`src/rtl/pos_equiv_sweeper.sv`:
```
// pos_equiv_sweeper: walks every input minterm, holds it for a settle time,
// samples a reference function and its minimized counterpart, and records
// the reference truth table, the mismatch count and the first failing minterm.
module pos_equiv_sweeper #(
  parameter int N_VARS     = 3,
  parameter int SETTLE_CYC = 1
) (
  input  logic                     clk,
  input  logic                     rst_n,
  input  logic                     start,
  input  logic                     abort,
  input  logic                     f_ref,
  input  logic                     f_min,
  output logic [N_VARS-1:0]        vec,
  output logic                     busy,
  output logic                     done,
  output logic                     pass,
  output logic [N_VARS:0]          mismatch_cnt,
  output logic [N_VARS-1:0]        first_fail,
  output logic                     first_fail_valid,
  output logic [(1<<N_VARS)-1:0]   truth_table
);

  localparam int                N_MIN       = 1 << N_VARS;
  localparam logic [N_VARS-1:0] LAST_VEC    = N_VARS'(N_MIN - 1);
  localparam logic [3:0]        SETTLE_LOAD = 4'(SETTLE_CYC - 1);

  typedef enum logic [1:0] {
    S_IDLE,
    S_SETTLE,
    S_SAMPLE,
    S_DONE
  } state_t;

  state_t     state;
  state_t     state_nxt;
  logic [3:0] settle_cnt;

  // State register.
  always_ff @(posedge clk or negedge rst_n) begin
    if (!rst_n) state <= S_IDLE;
    else        state <= state_nxt;
  end

  // Next-state selection plus the status outputs decoded from the state.
  always_comb begin
    state_nxt = state;
    busy      = (state != S_IDLE);
    done      = (state == S_DONE);
    case (state)
      S_IDLE:   if (start) state_nxt = S_SETTLE;
      S_SETTLE: begin
        if (abort)                 state_nxt = S_IDLE;
        else if (settle_cnt == '0) state_nxt = S_SAMPLE;
      end
      S_SAMPLE: begin
        if (abort)                 state_nxt = S_IDLE;
        else if (vec == LAST_VEC)  state_nxt = S_DONE;
        else                       state_nxt = S_SETTLE;
      end
      S_DONE:   state_nxt = S_IDLE;
      default:  state_nxt = S_IDLE;
    endcase
  end

  // Vector, settle timer and result registers; abort wins over sampling.
  always_ff @(posedge clk or negedge rst_n) begin
    if (!rst_n) begin
      vec              <= '0;
      settle_cnt       <= '0;
      pass             <= 1'b0;
      mismatch_cnt     <= '0;
      first_fail       <= '0;
      first_fail_valid <= 1'b0;
      truth_table      <= '0;
    end else begin
      case (state)
        S_IDLE: begin
          if (start) begin
            vec              <= '0;
            settle_cnt       <= SETTLE_LOAD;
            pass             <= 1'b0;
            mismatch_cnt     <= '0;
            first_fail       <= '0;
            first_fail_valid <= 1'b0;
            truth_table      <= '0;
          end
        end
        S_SETTLE: begin
          if (abort) begin
            vec  <= '0;
            pass <= 1'b0;
          end else if (settle_cnt != '0) begin
            settle_cnt <= settle_cnt - 1'b1;
          end
        end
        S_SAMPLE: begin
          if (abort) begin
            vec  <= '0;
            pass <= 1'b0;
          end else begin
            truth_table[vec] <= f_ref;
            if (f_ref != f_min) begin
              mismatch_cnt <= mismatch_cnt + 1'b1;
              if (!first_fail_valid) begin
                first_fail       <= vec;
                first_fail_valid <= 1'b1;
              end
            end
            if (vec != LAST_VEC) begin
              vec        <= vec + 1'b1;
              settle_cnt <= SETTLE_LOAD;
            end
          end
        end
        S_DONE: begin
          pass <= (mismatch_cnt == '0);
          vec  <= '0;
        end
        default: ;
      endcase
    end
  end

endmodule

```
`config.mk`:
```
export PLATFORM = sky130hd
export DESIGN_NAME = pos_equiv_sweeper
export DESIGN_NICKNAME = d
export VERILOG_FILES = /design/src/rtl/pos_equiv_sweeper.sv
export SDC_FILE = /design/constraint.sdc
export NUM_CORES = 1
export LEC_CHECK = 0
export BUFFER_PORTS_ARGS = -buffer_cell sky130_fd_sc_hd__clkbuf_2
export CORE_MARGIN = 2
export CORE_UTILIZATION = 36
export DETAILED_ROUTE_END_ITERATION = 12
export MAX_ROUTING_LAYER = met4
export PLACE_DENSITY_LB_ADDON = 0.1
export SYNTH_ARGS = -nofsm -noshare
export SYNTH_HDL_FRONTEND = slang
export SYNTH_SLANG_ARGS = --single-unit
```
`constraint.sdc`:
```
create_clock -name clk -period 1.64 [get_ports clk]
set_input_delay 0.082 -clock clk [delete_from_list [all_inputs] [get_ports clk]]
set_output_delay 0.082 -clock clk [all_outputs]
set_load 0.01 [all_outputs]
```
After elaboration in Yosys (flattened, before gate mapping)
Cells that the tools add are included.

Register bits: 26. Latch bits: 0. Memory bits (writable): 0. Bits in read-only memories: 0. Bits of input ports: 6. Output and inout bits: 22. Logic and storage cells: 82. Memories kept: 0.

Add/sub/neg operators: 3. Multipliers: 0. Div/mod/pow operators: 0. Magnitude comparators: 2. Eq/ne operators: 17. Shift operators: 0. Mux-type cells: 36. Bitwise gates (word level): 0. Reductions and logical operators: 16.

Operators with widths (count): 2-to-1 mux 4 bit (7); 2-to-1 mux 3 bit (7); 2-to-1 mux 8 bit (2); != test 2 bit, second input constant (8); case mux 8 bit (2 select lines) (1); case mux 3 bit (4 select lines) (1); case mux 4 bit (3 select lines) (1); 2-to-1 mux 2 bit (5); != test 3 bit, second input constant (3); bitwise mux 8 bit (1); logical NOT 4 bit (2); case mux 2 bit (4 select lines) (1); case mux 4 bit (2 select lines) (1); case mux 3 bit (2 select lines) (1); AND reduction 3 bit (2); AND reduction 6 bit (1); 2-to-1 mux 1 bit (5); AND reduction 5 bit (1); adder 4 x 1 -> 4 bit, second input constant (1); == test 2 bit, second input constant (2); < comparator 3 x 4 -> 1 bit, second input constant (1); AND reduction 2 bit (2); AND reduction 4 bit (1); nonzero test 2 bit (2); 15 further kinds (15).

Longest topological paths before layout
Depth in word-level cells: 7. Depth in mapped cells: 7. Gate-level depth less buffers: 6.

Worst setup path before layout
Ideal clock, no wire load.

Path type: register -> register. Start point: register state[0]. End point: register settle_cnt[0]. Library setup time: 0.069 ns. Arrival time: 1.732 ns. Required time: 1.571 ns. Path slack: -0.161 ns. Cell stages (with the launch flop): 7. Path buffers: 0. Period minus slack after synthesis: 1.801 ns. Cell sequence: dfrtp_1 -> inv_1 -> ha_1 -> o21ai_0 -> nand4b_1 -> or4b_1 -> nand3_1.

Word-level cells in the longest chain between the ends: 3. Elaborated cells between the ends (all ways): 11. Classes of those cells: eq/ne (7); mux (1); reduce/logical (3).

RTL lines: start, declared (line 35) `state_t state;`; start signal, assigned (line 42) `else state <= state_nxt;`; == test 2 bit (tied with other cells) (line 77) `case (state)`; != test 2 bit (no line) or nonzero test 3 bit (tied branches); AND reduction 6 bit (no line); end signal, assigned (line 94) `settle_cnt <= settle_cnt - 1'b1;`; end, declared (line 37) `logic [3:0] settle_cnt;`.

Parallel ways exist; a longest one is shown, timed or not. A chain may end at the register's enable or synchronous reset.

Worst setup path in the final report
Ends and elaborated chain as after synthesis.

==> key figures <==
Yosys
  – Synth cell types: 37
  – Synth Instances: roughly 160
  – Count leader, synth: o21ai_0
  – Syn_nets: 180
  – Synth area leaders: dfrtp_1 (43%), ha_1 (10%), o21ai_0 (9.0%)
  – Cell area after synthesis: approximately 1500 um^2
  – Share of flip-flops with an asynchronous set or reset: 100%
  – Synth area leader: dfrtp_1
  – Main combinational cell family by area after synthesis: compound AO/OA/AOI/OAI gates
  – Synth Area in Adders: 9.97%
  – Synth Area in XOR/XNOR: 1.16%
  – Mapped Avg Cell Area: between 9 and 10 um^2
  – Synth cell count leaders: o21ai_0 (27), dfrtp_1 (26), nand2_1 (18), ha_1 (12), inv_1 (12)
  – Mux cell area share after synthesis: 0.664%
  – Synth Area in Compound Gates: 22.7%
  – Synth Flop Type: dfrtp_1
  – Seq/Total Area, Yosys: 43.2%
  – Number of synthesized register bits: 26
  – Synth warnings: 0
  – Simple-Gate Fraction of Synth Area: between 10% and 20%
  – Top cell type's share of synthesized area: a little over two fifths
  – Post-synth EDFFs: 0

STA
  – Worst Skew: between 0.007 and 0.008 ns
  – Setup violators final: 1
  – Tcrit/Tclk final: 100%
  – Final Hold Vio Count: 0
  – Final min period: 1.64 ns
  – Highest clock rate: approximately 610 MHz
  – RSZ-0062 raised after global routing: yes
  – Count of pins over their slew limit: 0
  – Worst Tran Pin Value: 0.658 ns
  – Rel. slew slack: 56.1%
  – Final worst slack: -0.00320 ns

Critical path
  – CP Launch Type: flip-flop
  – Crit path kind: reg -> reg
  – Worst-path maximum fanout: 4
  – CP arrival: approximately 1.9 ns
  – CP Data Required Time: approximately 1.9 ns
  – Worst R2R Path Depth: 6
  – Worst setup EP type: flip-flop

GRT
  – GR Overflow Total: 0
  – Global-route wire length before repair: ~5800 um
  – Initial antenna violation count: 0
  – Largest net degree at the start of global routing: 27
  – Number of global-route vias before repair: around 1300
  – Global Route Usage Sum: between 15 and 20%

Placement
  – Port Buffers: 27
  – Placed cell count: 250
  – Placer Congestion: roughly 0.82
  – Post-DP HPWL: 2690 um
  – Post-DP Area: about 1900 um^2

Die
  – Die W: between 60 and 70 um
  – Die Y: 68.7 um
  – Die ar.: between 4000 and 5000 um^2
  – Ports: 28
  – Starting density of the core: a little under two fifths
  – Core Footprint: approximately 4000 um^2
  – # rows: 23

Drt
  – Drt drc: 0
  – Routed vias/inst: between 5 and 6
  – Post-DRT Antenna Nets: 0
  – DR vias: between 1000 and 1500
  – Pre-antenna DRT Iters: 4
  – Wirelength per Cell: ~14 um
  – DRT Wirelength: ~3600 um
  – Drt initial violations: between 50 and 60

Clock tree
  – Skew-Pair Late Insertion Delay: 0.28 ns
  – Clk pin slew, worst setup/hold paths: roughly 0.090 ns
  – CTS H-tree depth: 1
  – CTS tree: done
  – CTS Buf Count: 3
  – Max Root-Sink Buffers: 2
  – CTS root buffer: clkbuf_8
  – Sink Count: 26

Final layout
  – Final net count: between 200 and 250
  – Synthesis-to-layout area growth: 37.3%
  – Non-Filler Instances: 257
  – Final cell area excluding filler cells: between 2000 and 2500 um^2
  – Layout cells sized above 1: between 30% and 40%
  – ANT cells: 0

Hold path
  – Hold Path Class: in -> reg
  – Hold depth: 4

Power
  – Leak: 0.942 nW
  – Worst vdd ir: ~0.0007 V
  – Power per cell area: around 1400 nW/um^2

Run status
  – Violated checks: negative setup slack
  – Outcome: finished, violations left

Job
  – Max-Cap Viols: 0
state kept, by name, summed over array words and instances, names as in the netlist:
register,count
truth_table,8
mismatch_cnt,4
settle_cnt,4
first_fail,3
vec,3
state,2
first_fail_valid,1
pass,1
cell type report:
type,instances,area (um^2)
fillers,370,1930
multi-input cells,119,933
clock buffers,3,41.3
clock inverters,1,30.0
flip-flops and latches,26,656
repair buffers,46,295
inverters,12,50.0
well taps,50,62.6
cells by family (layout without fill, tap and decap cells):
kind of cell	count (synthesis)	after routing
AO/OA/AOI/OAI	55	55
AND/OR/NAND/NOR	49	49
flip-flops	26	26
buffers and inverters	17	62
adder cells (fa/ha/maj)	12	12
XOR/XNOR	2	2
multiplexers	1	1
cells in the final DEF (no fill, tap or decap), types with 2 or more instances in the layout:
master and n:
nand2_1 17, o21ai_2 2, dfrtp_2 4, o31ai_1 6
nor2_1 4, buf_4 14, buf_6 4, a211o_1 2
clkbuf_2 27, inv_1 10, o21a_1 5, nor3_1 2
o21ai_0 10, o22a_1 2, ha_2 2, clkbuf_8 3
ha_4 5, a31oi_1 3, nand4b_1 2, nand3_1 4
dfrtp_1 22, nand4_1 2, ha_1 5, a21oi_1 3
nand2b_1 4, or4b_1 2, inv_4 2, o21ai_1 16
path summary, 6_finish.rpt:
kind	start	end	slack, ns
worst max-delay path	state[0]$_DFFE_PN0P_	settle_cnt[0]$_DFFE_PN0P_	-0.003
worst min-delay path	f_min	mismatch_cnt[0]$_DFFE_PN0P_	0.20
worst max register to register	state[0]$_DFFE_PN0P_	settle_cnt[0]$_DFFE_PN0P_	-0.003
worst min register to register	pass$_DFFE_PN0P_	pass$_DFFE_PN0P_	0.49
max in group asynchronous	rst_n	state[1]$_DFFE_PN0P_	0.82
min in group asynchronous	rst_n	settle_cnt[0]$_DFFE_PN0P_	0.36
critical path: stages, from the launching register on:
cell and delay [ns]:
dfrtp_2 0.43, inv_4 0.07, ha_4 0.18, o21ai_2 0.15, nand4b_1 0.15, or4b_1 0.52
nand3_1 0.07
per-stage QoR:
step / setup slack [ns] / TNS, ns / total power [mW] / hold slack [ns] / utilization [%]
5_1_grt: -0.0732 / -0.465 / 3.22 / 0.219 / 51.7
3_5_place_dp: -0.0507 / -0.201 / 2.18 / 0.155 / 46.4
2_1_floorplan: -0.0682 / -0.0870 / 1.67 / -0.214 / -
3_3_place_gp: -0.0306 / -0.0459 / 2.16 / 0.146 / 46.4
4_1_cts: -0.0184 / -0.0418 / 2.83 / 0.194 / 49.7
6_report: -0.00320 / -0.00320 / 2.99 / 0.198 / 51.7
per-layer routing:
layer	global-route usage (%)	part of all wire, %	vias up
li1	-	-	681
met1	21.5	48	639
met2	27.4	49	18
met3	2.11	2.6	4
met4	5.15	0.90	0
met5	-	0	-
power by group:
| group | switching, mW | internal (mW) |
|---|---|---|
| clock | 0.209 | 0.327 |
| combinational | 0.845 | 0.757 |
| sequential | 0.113 | 0.739 |
what timing repair did:
| item | in CTS | in global routing |
|---|---|---|
| buffers inserted | 1 | 1 |
| hold buffers | 1 | 0 |
| resized for setup | 9 | 33 |
| pin swaps | 4 | 7 |
| setup endpoints to repair | 11 | 23 |
| hold endpoints to repair | 26 | 0 |
No activity file was read; power rests on OpenSTA's default activity.
